## config.mk

```make
export PLATFORM = sky130hd
export DESIGN_NAME = change_dispenser
export DESIGN_NICKNAME = d
export VERILOG_FILES = /design/src/rtl/change_dispenser.sv
export SDC_FILE = /design/constraint.sdc
export NUM_CORES = 1
export LEC_CHECK = 0
export ABC_AREA = 0
export CAP_MARGIN = 20
export CORE_ASPECT_RATIO = 1.2
export CORE_UTILIZATION = 53
export DETAILED_ROUTE_END_ITERATION = 8
export PLACE_DENSITY = 0.86
export SYNTH_ARGS = -nofsm -noshare
export SYNTH_HDL_FRONTEND = slang
export SYNTH_SLANG_ARGS = --single-unit
```

## constraint.sdc

```tcl
create_clock -name clk -period 5.2 [get_ports clk]
set_input_delay 1.04 -clock clk [delete_from_list [all_inputs] [get_ports clk]]
set_output_delay 1.04 -clock clk [all_outputs]
set_load 0.01 [all_outputs]
```

## src/rtl/change_dispenser.sv

```systemverilog
// change_dispenser
//   Converts a change value (in 1-jiao units) into a train of one-hot coin-eject
//   pulses for the coin hopper. Coins are chosen greedily (1 yuan, 5 jiao, 1 jiao)
//   and only from denominations still in stock; an unpaid residue raises o_short.
//
// Ports
//   clk            rising-edge clock
//   reset          synchronous, active-high
//   i_start        dispense request (accepted only when idle)
//   i_amount       change value in jiao, sampled with i_start
//   i_refill       inventory load (accepted only when idle, loses to i_start)
//   i_refill_cnt*  new inventory per denomination
//   o_coin         eject pulse, [0]=1 jiao, [1]=5 jiao, [2]=1 yuan
//   o_busy         high whenever a request is in progress
//   o_remain       value still to be paid out
//   o_done         one-cycle completion pulse
//   o_short        last request ended unpaid; held until the next accepted start
//   o_cnt*         current inventory per denomination
module change_dispenser #(
    parameter int unsigned PULSE_LEN = 2,
    parameter int unsigned GAP_LEN   = 2,
    parameter int unsigned CNT_W     = 6,
    parameter int unsigned INIT_CNT  = 8
) (
    input  logic             clk,
    input  logic             reset,
    input  logic             i_start,
    input  logic [4:0]       i_amount,
    input  logic             i_refill,
    input  logic [CNT_W-1:0] i_refill_cnt10,
    input  logic [CNT_W-1:0] i_refill_cnt5,
    input  logic [CNT_W-1:0] i_refill_cnt1,
    output logic [2:0]       o_coin,
    output logic             o_busy,
    output logic [4:0]       o_remain,
    output logic             o_done,
    output logic             o_short,
    output logic [CNT_W-1:0] o_cnt10,
    output logic [CNT_W-1:0] o_cnt5,
    output logic [CNT_W-1:0] o_cnt1
);

    localparam int unsigned TMAX = (PULSE_LEN > GAP_LEN) ? PULSE_LEN : GAP_LEN;
    localparam int unsigned TW   = (TMAX > 1) ? $clog2(TMAX) : 1;
    localparam logic [TW-1:0] PULSE_LAST = TW'(PULSE_LEN - 1);
    localparam logic [TW-1:0] GAP_LAST   = TW'(GAP_LEN - 1);

    typedef enum logic [2:0] {StIdle, StSelect, StPulse, StGap, StDone} state_e;

    state_e           state_q, state_d;
    logic [TW-1:0]    timer_q, timer_d;
    logic [2:0]       coin_q, coin_d;
    logic [4:0]       remain_q, remain_d;
    logic             busy_q, busy_d;
    logic             done_q, done_d;
    logic             short_q, short_d;
    logic [CNT_W-1:0] cnt10_q, cnt10_d;
    logic [CNT_W-1:0] cnt5_q, cnt5_d;
    logic [CNT_W-1:0] cnt1_q, cnt1_d;

    // Greedy choice: a denomination qualifies only if it fits and is in stock,
    // which is also what keeps the counters from underflowing.
    logic sel10, sel5, sel1, sel_any;
    assign sel10   = (remain_q >= 5'd10) && (cnt10_q != '0);
    assign sel5    = (remain_q >= 5'd5) && (cnt5_q != '0);
    assign sel1    = (remain_q != 5'd0) && (cnt1_q != '0);
    assign sel_any = sel10 || sel5 || sel1;

    // State and registered outputs
    always_ff @(posedge clk) begin
        if (reset) begin
            state_q  <= StIdle;
            timer_q  <= '0;
            coin_q   <= '0;
            remain_q <= '0;
            busy_q   <= 1'b0;
            done_q   <= 1'b0;
            short_q  <= 1'b0;
            cnt10_q  <= CNT_W'(INIT_CNT);
            cnt5_q   <= CNT_W'(INIT_CNT);
            cnt1_q   <= CNT_W'(INIT_CNT);
        end else begin
            state_q  <= state_d;
            timer_q  <= timer_d;
            coin_q   <= coin_d;
            remain_q <= remain_d;
            busy_q   <= busy_d;
            done_q   <= done_d;
            short_q  <= short_d;
            cnt10_q  <= cnt10_d;
            cnt5_q   <= cnt5_d;
            cnt1_q   <= cnt1_d;
        end
    end

    // Next state
    always_comb begin
        state_d = state_q;
        unique case (state_q)
            StIdle: begin
                if (i_start) state_d = StSelect;
            end
            StSelect: begin
                state_d = sel_any ? StPulse : StDone;
            end
            StPulse: begin
                if (timer_q == PULSE_LAST) state_d = StGap;
            end
            StGap: begin
                if (timer_q == GAP_LAST) state_d = StSelect;
            end
            StDone: begin
                state_d = StIdle;
            end
            default: state_d = StIdle;
        endcase
    end

    // Next values of the registered outputs and datapath
    always_comb begin
        timer_d  = timer_q;
        coin_d   = coin_q;
        remain_d = remain_q;
        short_d  = short_q;
        cnt10_d  = cnt10_q;
        cnt5_d   = cnt5_q;
        cnt1_d   = cnt1_q;
        unique case (state_q)
            StIdle: begin
                if (i_start) begin
                    remain_d = i_amount;
                    short_d  = 1'b0;
                end else if (i_refill) begin
                    cnt10_d = i_refill_cnt10;
                    cnt5_d  = i_refill_cnt5;
                    cnt1_d  = i_refill_cnt1;
                end
            end
            StSelect: begin
                timer_d = '0;
                if (sel10) begin
                    coin_d   = 3'b100;
                    remain_d = remain_q - 5'd10;
                    cnt10_d  = cnt10_q - CNT_W'(1);
                end else if (sel5) begin
                    coin_d   = 3'b010;
                    remain_d = remain_q - 5'd5;
                    cnt5_d   = cnt5_q - CNT_W'(1);
                end else if (sel1) begin
                    coin_d   = 3'b001;
                    remain_d = remain_q - 5'd1;
                    cnt1_d   = cnt1_q - CNT_W'(1);
                end else begin
                    // Nothing left to pay, or nothing payable: residue decides.
                    short_d = (remain_q != 5'd0);
                end
            end
            StPulse: begin
                if (timer_q == PULSE_LAST) begin
                    coin_d  = '0;
                    timer_d = '0;
                end else begin
                    timer_d = timer_q + TW'(1);
                end
            end
            StGap: begin
                if (timer_q == GAP_LAST) timer_d = '0;
                else                     timer_d = timer_q + TW'(1);
            end
            StDone: ;
            default: ;
        endcase
    end

    // Flags derived from the upcoming state so they line up with it.
    assign busy_d = (state_d != StIdle);
    assign done_d = (state_d == StDone);

    assign o_coin   = coin_q;
    assign o_busy   = busy_q;
    assign o_remain = remain_q;
    assign o_done   = done_q;
    assign o_short  = short_q;
    assign o_cnt10  = cnt10_q;
    assign o_cnt5   = cnt5_q;
    assign o_cnt1   = cnt1_q;

endmodule

```

==> impl_metrics.env <==
export IMPL_cts_inserted_buffers=5
export IMPL_first_pass_iters=4
export IMPL_grt_most_used_layer="met2"
export IMPL_netlist_instances=280
export IMPL_drv_slew=0
export IMPL_outcome="finished, final reports clean"
export IMPL_vias_per_cell=6.115
export IMPL_clock_root_buffer="clkbuf_8"
export IMPL_cts_setup_buffers=0
export IMPL_syn_to_final_growth_pct=30.40
export IMPL_fin_util=0.7244
export IMPL_seq_area_um2=660.6
export IMPL_power_total_mw=1.650
export IMPL_drt_wl_total_mm=5.882
export IMPL_grt_overflow_total=0
export IMPL_ioPinCount=56
export IMPL_seq_area_frac_synth=0.3017
export IMPL_yosysTopAreaCell="dfxtp_1"
export IMPL_cts_tree="yes"
export IMPL_cp_data_arrival_time_ns=2.96
export IMPL_critPathLaunchType="input port"
export IMPL_synth_top_area_share=0.3017
export IMPL_detailed_place_area_mm2=0.002754
export IMPL_maxCapViolCount=0
export IMPL_htree_levels=2
export IMPL_finalWorstSetupSlack_ns=2.375
export IMPL_diodes=0
export IMPL_fin_nets=365
export IMPL_layout_drive_gt1_share=0.07927
export IMPL_pre_cts_ws_ns=2.153
export IMPL_die_area_mm2=0.004393
export IMPL_startpoint="i_start"
export IMPL_layout_commonest_cell="clkdlybuf4s50_1"
export IMPL_fin_area_mm2=0.002855
export IMPL_synth_edf_count=0
export IMPL_endpoint_kind="flip-flop"
export IMPL_dpl_cell_count=374
export IMPL_fmaxAchievable_mhz=354.0
export IMPL_ys_flop_type="dfxtp_1"
export IMPL_routedWlPerCell_um=15.40
export IMPL_gp_congestion=0.8844
export IMPL_fin_cells=382
export IMPL_reg2reg_to="o_cnt1[3]"
export IMPL_swShare=0.4528
export IMPL_p_comb_frac=0.594
export IMPL_crit_type="input port to flip-flop"
export IMPL_cts_resized=0
export IMPL_clk_pin_slew_ns=0.07
export IMPL_antenna_found_initial=0
export IMPL_finalCriticalPeriod_ns=2.825
export IMPL_multi_input_area_mm2=0.001399
export IMPL_synth_warning_count=0
export IMPL_cp_data_required_time_ns=5.33
export IMPL_ctsHoldBuffers=0
export IMPL_tightest_slew_ns=0.8807
export IMPL_drt_iter0_drc=172
export IMPL_synth_area_mm2=0.002190
export IMPL_port_buffers=55
export IMPL_ant_nets=0
export IMPL_fin_setup_tns_ns=0
export IMPL_cp_endpoint="o_cnt5[1]"
export IMPL_relSlewSlack=0.4103
export IMPL_initial_utilization=0.5556
export IMPL_synthTopCellsByArea="dfxtp_1 30%, a21oi_1 6.6%, ha_1 6.3%, nor2_1 4.6%, o21ai_0 3.4%"
export IMPL_rsz0062_at_grt="no"
export IMPL_min_from="o_coin[0]"
export IMPL_die_w_um=60.68
export IMPL_reg2reg_depth=8
export IMPL_min_period_over_period=0.5433
export IMPL_grt_pass1_wl_mm=9.577
export IMPL_hold_ws_ns=0.5098
export IMPL_grt_start_max_net_pins=42
export IMPL_coreArea_mm2=0.003941
export IMPL_synth_seq_cells=33
export IMPL_synthDistinctLibCells=59
export IMPL_hp_class="flip-flop to flip-flop"
export IMPL_drc_errors=0
export IMPL_hpwl_mm=4.118
export IMPL_grt_total_usage=0.2836
export IMPL_ir_drop_uv=335.1
export IMPL_setup_viol=0
export IMPL_finClkSkew_ns=0.003430
export IMPL_first_global_vias=2174
export IMPL_r2r_setup_slack_ns=2.40
export IMPL_seqPwrFrac=0.276
export IMPL_power_density_mw_per_mm2=578.0
export IMPL_use_met1=0.3529
export IMPL_crit_fanout=11
export IMPL_reg2reg_from="o_remain[2]"
export IMPL_avgSynthCellArea_um2=7.820
export IMPL_power_frac_clock=0.130
export IMPL_cts_sinks=33
export IMPL_synth_async_reset_ratio=0
export IMPL_p_int_mw=0.9030
export IMPL_hold_viol_final=0
export IMPL_insertion_delay_ns=0.28
export IMPL_die_h_um=72.41
export IMPL_power_leakage_nw=1.054
export IMPL_num_vias=2336
export IMPL_grtUsageMet2=0.4701
export IMPL_final_cell_mix="55 x clkdlybuf4s50_1, 33 x dfxtp_1, 29 x a21oi_1"
export IMPL_placementRows=25
export IMPL_net_switching_power_mw=0.7473
export IMPL_met3_usage=0.05882
export IMPL_fillers=334
export IMPL_syn_nets=318
export IMPL_clock_path_buffers=2
==> cell type report <==
| type | instances | share of cell area |
|---|---|---|
| timing repair buffer | 59 | 0.2025 |
| clock buffer | 7 | 0.03374 |
| tap | 54 | 0.02366 |
| clock inverter | 1 | 0.001753 |
| multi-input combinational | 215 | 0.4899 |
| sequential | 33 | 0.2314 |
| inverter | 13 | 0.01709 |
==> Yosys cell counts (3+ instances only) <==
cell type	count
ha_1	11
nor4_1	4
a211oi_1	7
nor2b_1	3
clkbuf_1	13
dfxtp_1	33
nand2_1	18
nand3_1	4
nand2b_1	10
inv_1	13
o32ai_1	6
or3_1	5
o31ai_1	3
o211ai_1	5
buf_1	3
o21a_1	4
a22oi_1	4
a21oi_1	29
nor3_1	11
o21ai_0	15
nor2_1	27
==> per-layer routing <==
| layer | part of all wire | vias to the layer above |
|---|---|---|
| met5 | 0 | - |
| met4 | 0.023 | 0 |
| met3 | 0.048 | 17 |
| met2 | 0.50 | 84 |
| met1 | 0.43 | 1104 |
| li1 | - | 1131 |
==> registers in the layout, summed over array words and instances, names as in the netlist <==
signal / count
o_cnt10: 6
o_cnt1: 6
o_cnt5: 6
o_remain: 5
o_coin: 3
state_q: 3
o_busy: 1
o_done: 1
o_short: 1
timer_q: 1
==> worst max-delay path, cell delays in order <==
cell and delay [ns]:
clkdlybuf4s50_1 0.46, nor3b_1 0.52, o211ai_1 0.48, a211oi_1 0.38
a211oi_1 0.08
==> how the worst min path moves through the flow <==
| stage | end | slack, ns | cells past startpoint |
|---|---|---|---|
| floorplan | timer_q | 0.48 | 2 |
| global placement | o_coin[0] | 0.49 | 2 |
| detailed placement | o_coin[0] | 0.49 | 2 |
| CTS | o_cnt10[0] | 0.50 | 2 |
| global route | o_coin[0] | 0.52 | 2 |
| finish | o_coin[0] | 0.51 | 2 |
==> power groups by stage <==
stage / clock (mW) / sequential [mW] / combinational (mW)
3_3_place_gp: 0 / 0.457 / 0.936
6_report: 0.214 / 0.456 / 0.980
3_5_place_dp: 0 / 0.457 / 0.966
4_1_cts: 0.216 / 0.452 / 0.976
2_1_floorplan: 0 / 0.434 / 0.678
5_1_grt: 0.231 / 0.471 / 1.08
==> cells by family (layout without fill, tap and decap cells) <==
family,Yosys count,after routing,share of synthesized area
flip-flops,33,33,0.3017
adder cells (fa/ha/maj),11,11,0.06286
AND/OR/NAND/NOR,97,97,0.2291
XOR/XNOR,2,2,0.008001
buffers and inverters,32,80,0.05943
multiplexers,2,2,0.01143
AO/OA/AOI/OAI,103,103,0.3274
No activity file was read; power rests on OpenSTA's default activity.
